### src/rtl/sine_sample_packer.sv
// Decimates the sine generator's sample stream and locks capture to phase==0.
// Packs two samples per 32-bit word into a FIFO read over valid/ready.
// Define SINE_PACK_DROPCNT_EN to add the saturating drop_count_o counter.
module sine_sample_packer #(
  parameter int SAMPLE_W = 10,
  parameter int DECIM    = 1,
  parameter int DEPTH    = 16
) (
  input  logic                   clk_i,
  input  logic                   rst_i,
  input  logic                   en_i,
  input  logic [SAMPLE_W-1:0]    phase_i,
  input  logic [SAMPLE_W-1:0]    data_sin_i,
  output logic [31:0]            out_data_o,
  output logic                   out_valid_o,
  input  logic                   out_ready_i,
  output logic [$clog2(DEPTH):0] level_o,
  output logic                   overflow_o,
  input  logic                   clr_ovf_i
`ifdef SINE_PACK_DROPCNT_EN
  ,
  output logic [15:0]            drop_count_o
`endif
);

  localparam int PTR_W = $clog2(DEPTH);
  localparam int LVL_W = PTR_W + 1;
  localparam int CNT_W = (DECIM > 1) ? $clog2(DECIM) : 1;
  localparam logic [CNT_W-1:0] CNT_MAX  = CNT_W'(DECIM - 1);
  localparam logic [CNT_W-1:0] CNT_LOCK = (DECIM > 1) ? CNT_W'(1) : '0;
  localparam logic [LVL_W-1:0] LVL_FULL = LVL_W'(DEPTH);

  typedef enum logic [1:0] {S_IDLE, S_ARM, S_RUN} state_e;

  state_e                state_q, state_d;
  logic                  lock;
  logic [CNT_W-1:0]      cnt_q, cnt_d;
  logic                  half_q, half_d;
  logic [SAMPLE_W-1:0]   s0_q, s0_d;
  logic [31:0]           mem_q [DEPTH];
  logic [PTR_W-1:0]      wr_ptr_q, rd_ptr_q;
  logic [LVL_W-1:0]      level_q, level_d;
  logic [31:0]           out_data_q, out_data_d;
  logic                  ovf_q;
  logic                  take, push, pop, full, wr_en, drop;
  logic [31:0]           wdata;

  always_comb begin
    state_d = state_q;
    lock    = 1'b0;
    case (state_q)
      S_IDLE: if (en_i) state_d = S_ARM;
      S_ARM: begin
        if (!en_i) begin
          state_d = S_IDLE;
        end else if (phase_i == '0) begin
          state_d = S_RUN;
          lock    = 1'b1;
        end
      end
      S_RUN:   if (!en_i) state_d = S_IDLE;
      default: state_d = S_IDLE;
    endcase
  end

  assign take  = (state_q == S_RUN) && en_i && (cnt_q == '0);
  assign push  = take && half_q;
  assign wdata = {16'(data_sin_i), 16'(s0_q)};

  // The lock cycle itself is sample 0, so the counter starts one step ahead.
  always_comb begin
    cnt_d  = cnt_q;
    half_d = half_q;
    s0_d   = s0_q;
    if (lock) begin
      cnt_d  = CNT_LOCK;
      half_d = 1'b1;
      s0_d   = data_sin_i;
    end else if (state_q == S_RUN) begin
      if (!en_i) begin
        half_d = 1'b0;
      end else begin
        cnt_d = (cnt_q == CNT_MAX) ? '0 : cnt_q + CNT_W'(1);
        if (take) begin
          half_d = !half_q;
          if (!half_q) s0_d = data_sin_i;
        end
      end
    end
  end

  assign out_valid_o = (level_q != '0);
  assign pop         = out_valid_o && out_ready_i;
  assign full        = (level_q == LVL_FULL);
  assign wr_en       = push && (!full || pop);
  assign drop        = push && full && !pop;

  always_comb begin
    level_d = level_q;
    if (wr_en && !pop)      level_d = level_q + LVL_W'(1);
    else if (pop && !wr_en) level_d = level_q - LVL_W'(1);
  end

  // Head register: a word written this edge is not yet in mem, so forward it.
  always_comb begin
    out_data_d = out_data_q;
    if (pop) begin
      if (level_q > LVL_W'(1)) out_data_d = mem_q[rd_ptr_q + PTR_W'(1)];
      else if (wr_en)          out_data_d = wdata;
    end else if (wr_en && level_q == '0) begin
      out_data_d = wdata;
    end
  end

  always_ff @(posedge clk_i) begin
    if (wr_en) mem_q[wr_ptr_q] <= wdata;
  end

  always_ff @(posedge clk_i) begin
    if (rst_i) begin
      state_q    <= S_IDLE;
      cnt_q      <= '0;
      half_q     <= 1'b0;
      s0_q       <= '0;
      wr_ptr_q   <= '0;
      rd_ptr_q   <= '0;
      level_q    <= '0;
      out_data_q <= '0;
      ovf_q      <= 1'b0;
    end else begin
      state_q    <= state_d;
      cnt_q      <= cnt_d;
      half_q     <= half_d;
      s0_q       <= s0_d;
      level_q    <= level_d;
      out_data_q <= out_data_d;
      if (wr_en) wr_ptr_q <= wr_ptr_q + PTR_W'(1);
      if (pop)   rd_ptr_q <= rd_ptr_q + PTR_W'(1);
      if (drop)           ovf_q <= 1'b1;
      else if (clr_ovf_i) ovf_q <= 1'b0;
    end
  end

  assign out_data_o = out_data_q;
  assign level_o    = level_q;
  assign overflow_o = ovf_q;

`ifdef SINE_PACK_DROPCNT_EN
  logic [15:0] drop_cnt_q;

  always_ff @(posedge clk_i) begin
    if (rst_i || clr_ovf_i)                drop_cnt_q <= '0;
    else if (drop && drop_cnt_q != 16'hFFFF) drop_cnt_q <= drop_cnt_q + 16'd1;
  end

  assign drop_count_o = drop_cnt_q;
`endif

endmodule
### config.mk
export PLATFORM = sky130hd
export DESIGN_NAME = sine_sample_packer
export DESIGN_NICKNAME = d
export VERILOG_FILES = /design/src/rtl/sine_sample_packer.sv
export SDC_FILE = /design/constraint.sdc
export NUM_CORES = 1
export LEC_CHECK = 0
export CORE_ASPECT_RATIO = 1.75
export CORE_UTILIZATION = 60
export DETAILED_ROUTE_END_ITERATION = 16
export PLACE_DENSITY = 0.89
export SLEW_MARGIN = 20
export SYNTH_ARGS = -nofsm -noshare
export SYNTH_HDL_FRONTEND = slang
export SYNTH_SLANG_ARGS = --single-unit
### constraint.sdc
create_clock -name clk_i -period 4.7 [get_ports clk_i]
set_input_delay 0.94 -clock clk_i [delete_from_list [all_inputs] [get_ports clk_i]]
set_output_delay 0.94 -clock clk_i [all_outputs]
set_load 0.02 [all_outputs]
==> summary.md <==
| Metric | Value |
|---|---|
| Final period utilization | 0.7563 |
| GPL Wtd Cong | 0.8243 |
| Most common cell in the netlist | edfxtp_1 |
| Max Fclk | 0.2813 GHz |
| First-pass GRT wire length | 49180 microns |
| Share of cells above drive strength 1 | 0.1528 |
| Max incr delay on CP | ~0.81 ns |
| Reg clk slew, reported paths | 0.07 ns |
| Starting Density | 0.6125 |
| Detail Placement HPWL | 19790 microns |
| All-Layer GR Usage | 0.2633 |
| Cts bufs inserted | 30 |
| Die area | between 20000 and 30000 sq um |
| Post-Route Setup TNS | 0 ns |
| Max cap viols | 0 |
| Crit-path max FO | 26 |
| Top FF cell, synth | edfxtp_1 |
| Final setup viols | 0 |
| DR iter-0 viols | between 1000 and 1500 |
| Distinct cells, synth | 43 |
| Vias in the first global route | 8609 |
| Cell count after synthesis | 896 |
| Area of the core | 24020 sq um |
| Syn. warnings | 0 |
| Worst-Skew Late Latency | 0.57 ns |
| Die span in x | 120.4 microns |
| Final Skew | roughly 0.016 ns |
| WP data required | between 5 and 6 ns |
| Clock sinks | 367 |
| Pre-antenna DRT Iters | 5 |
| DRT antenna net count | 0 |
| Avg Inst Size Synth | 16.42 sq um |
| P&R area growth vs syn | 13.45% |
| Cell Rows | 75 |
| Clock Tree Buf Depth | 3 |
| Yosys top cell by area | edfxtp_1 |
| Start point of the critical path | level_o[0]$_SDFFE_PP0P_ |
| Min-delay worst type | reg -> reg |
| Slew Viols, Final | 0 |
| H-tree depth | 1 |
| Startpoint types | flop |
| Slew margin rel. | 0.2777 |
| Synthesized flop and latch total | between 300 and 400 |
| Io pins | 64 |
| CP max-delay cell | a21oi_2 |
| Crit path cell chain | inv_1 -> ha_1 -> or4b_4 -> and2_1 -> buf_4 -> ha_1 -> buf_4 -> a21oi_2 -> a222oi_1 -> nor3_1 |
| WL/cell | 25.15 microns |
| Leakage Power | roughly 0.0053 uW |
| CTS hold repair buffers | 0 |
| GR Util met3 | 0.03766 |
| RSZ-0062 raised after global routing | false |
| Final hold slack | roughly 0.48 ns |
| Final nets | a little under 1000 |
| Final Hold Viols | 0 |
| Routed vias/inst | 6.575 |
| Initial antenna violation count | 0 |
| Reg-to-reg startpoint | level_o[0]$_SDFFE_PP0P_ |
| Slew @ Worst Pin | 1.078 ns |
| Cell Area, Synth | 14710 sq um |
| Met2 Track Usage GR | 0.4606 |
| WP data arrival | 4.01 ns |
| Pwr dens | slightly above 500 nW/um^2 |
| Post-synth top cells | edfxtp_1 (320), mux2i_1 (91), nand2_1 (51) |
| DR vias | 8436 |
| Top cells by area in the synthesized netlist | edfxtp_1 (65%), dfxtp_1 (6.4%), mux2i_1 (6.2%) |
| Diode count | 0 |
| Die height | roughly 210 microns |
| Largest net degree at the start of global routing | 49 |
| # resized after CTS | 0 |
| Outcome | finished, final reports clean |
| Worst VDD drop | about 440 uV |
| Register area share after synthesis | 0.7170 |
| Gr busiest metal | met2 |
| Crit path capture type | flop |
| Postcts setup bufs | 0 |
| Synth top area share | 0.6531 |
| Post-synth EDFFs | 320 |
| Grt total ovfl | 0 |
| Ys async rst share | 0 |
| Post-route minimum period | 3.554 ns |
| Hold path start | state_q[1]$_SDFFE_PP0P_ |
| Drt total wl | 32260 microns |
| Met1 Use GR | 0.3136 |
| IO Port Bufs | 51 |
| WS Path Type | reg -> reg |
| Drt drc | 0 |
| CTS tree | done |
| Buf+Inv Stages, Crit Path | 3 |
| Root Buffer | clkbuf_16 |
| CP top delay family | compound AO/OA/AOI/OAI gates |
-- layer usage --
layer,share of wire,up-vias
li1,-,3608
met1,0.35,4190
met2,0.53,526
met3,0.078,112
met4,0.047,0
met5,0,-
-- sequential cells by signal, summed over array words and instances (netlist names) --
register and flops:
mem_q 320, out_data_o 20, s0_q 10, level_o 5
rd_ptr_q 4, wr_ptr_q 4, state_q 2, half_q 1
overflow_o 1
-- final timing paths --
path,cells after the start,to,slack [ns]
max reg2reg,10,out_data_o[23]$_SDFFE_PP0P_,1.15
min reg2reg,1,state_q[0]$_SDFFE_PP0P_,0.48
max,10,out_data_o[23]$_SDFFE_PP0P_,1.15
min,1,state_q[0]$_SDFFE_PP0P_,0.48
-- cell families after synthesis --
logic type,count (synthesis),share of synthesized area
DFF,367,0.7170
buffers and inverters,94,0.03104
other,1,0.0002549
xor gates and xnor gates,14,0.008333
adders and majority gates,11,0.009354
and+or+nand+nor,142,0.04413
muxes,131,0.1231
AOI/OAI and AO/OA,136,0.06675
-- where the power goes --
part / total (uW) / switching (uW) / internal, uW
clock network: 2690 / 1140 / 1550
logic: 2050 / 1170 / 883
registers: 3660 / 76.6 / 3580
total: 8400 / 2380 / 6020
-- metrics by stage --
stage / area [sq um] / power (uW) / util / setup slack (ns) / std cells
after floorplan: 14760 / 5191 / - / 1.087 / 907
after global routing: 16690 / 8653 / 0.6949 / 1.037 / 1283
final: 16690 / 8398 / 0.6949 / 1.146 / 1283
after detailed placement: 15620 / 5728 / 0.6502 / 1.013 / 1227
after global placement: 15620 / 5659 / 0.6502 / 1.152 / 1227
after CTS: 16690 / 8405 / 0.6949 / 1.233 / 1283
-- placed cells by master (no fill, tap or decap), drive strengths merged, types with 2 or more instances in the layout --
cell type      count
a211oi            20
a21oi             30
a221oi            20
a222oi            20
a22oi             20
a311oi             2
and2               3
buf               30
bufinv             6
clkbuf            33
clkdlybuf4s50     50
clkinv            11
clkinvlp           6
conb              12
dfxtp             47
edfxtp           320
ha                11
inv               26
mux2i             91
mux4              40
nand2             51
nand2b             7
nand4              4
nor2              41
nor3              26
o21ai             21
xnor2              7
xor2               7
-- final cells by class --
type | count | area [sq um]
clock buffers | 33 | 793.3
clock inverters | 23 | 280.3
fillers | 1442 | 7330
inverters | 26 | 102.6
multi-input cells | 446 | 3845
flip-flops and latches | 367 | 10550
well taps | 308 | 385.4
repair buffers | 80 | 735.7
No activity file was read; power rests on OpenSTA's default activity.
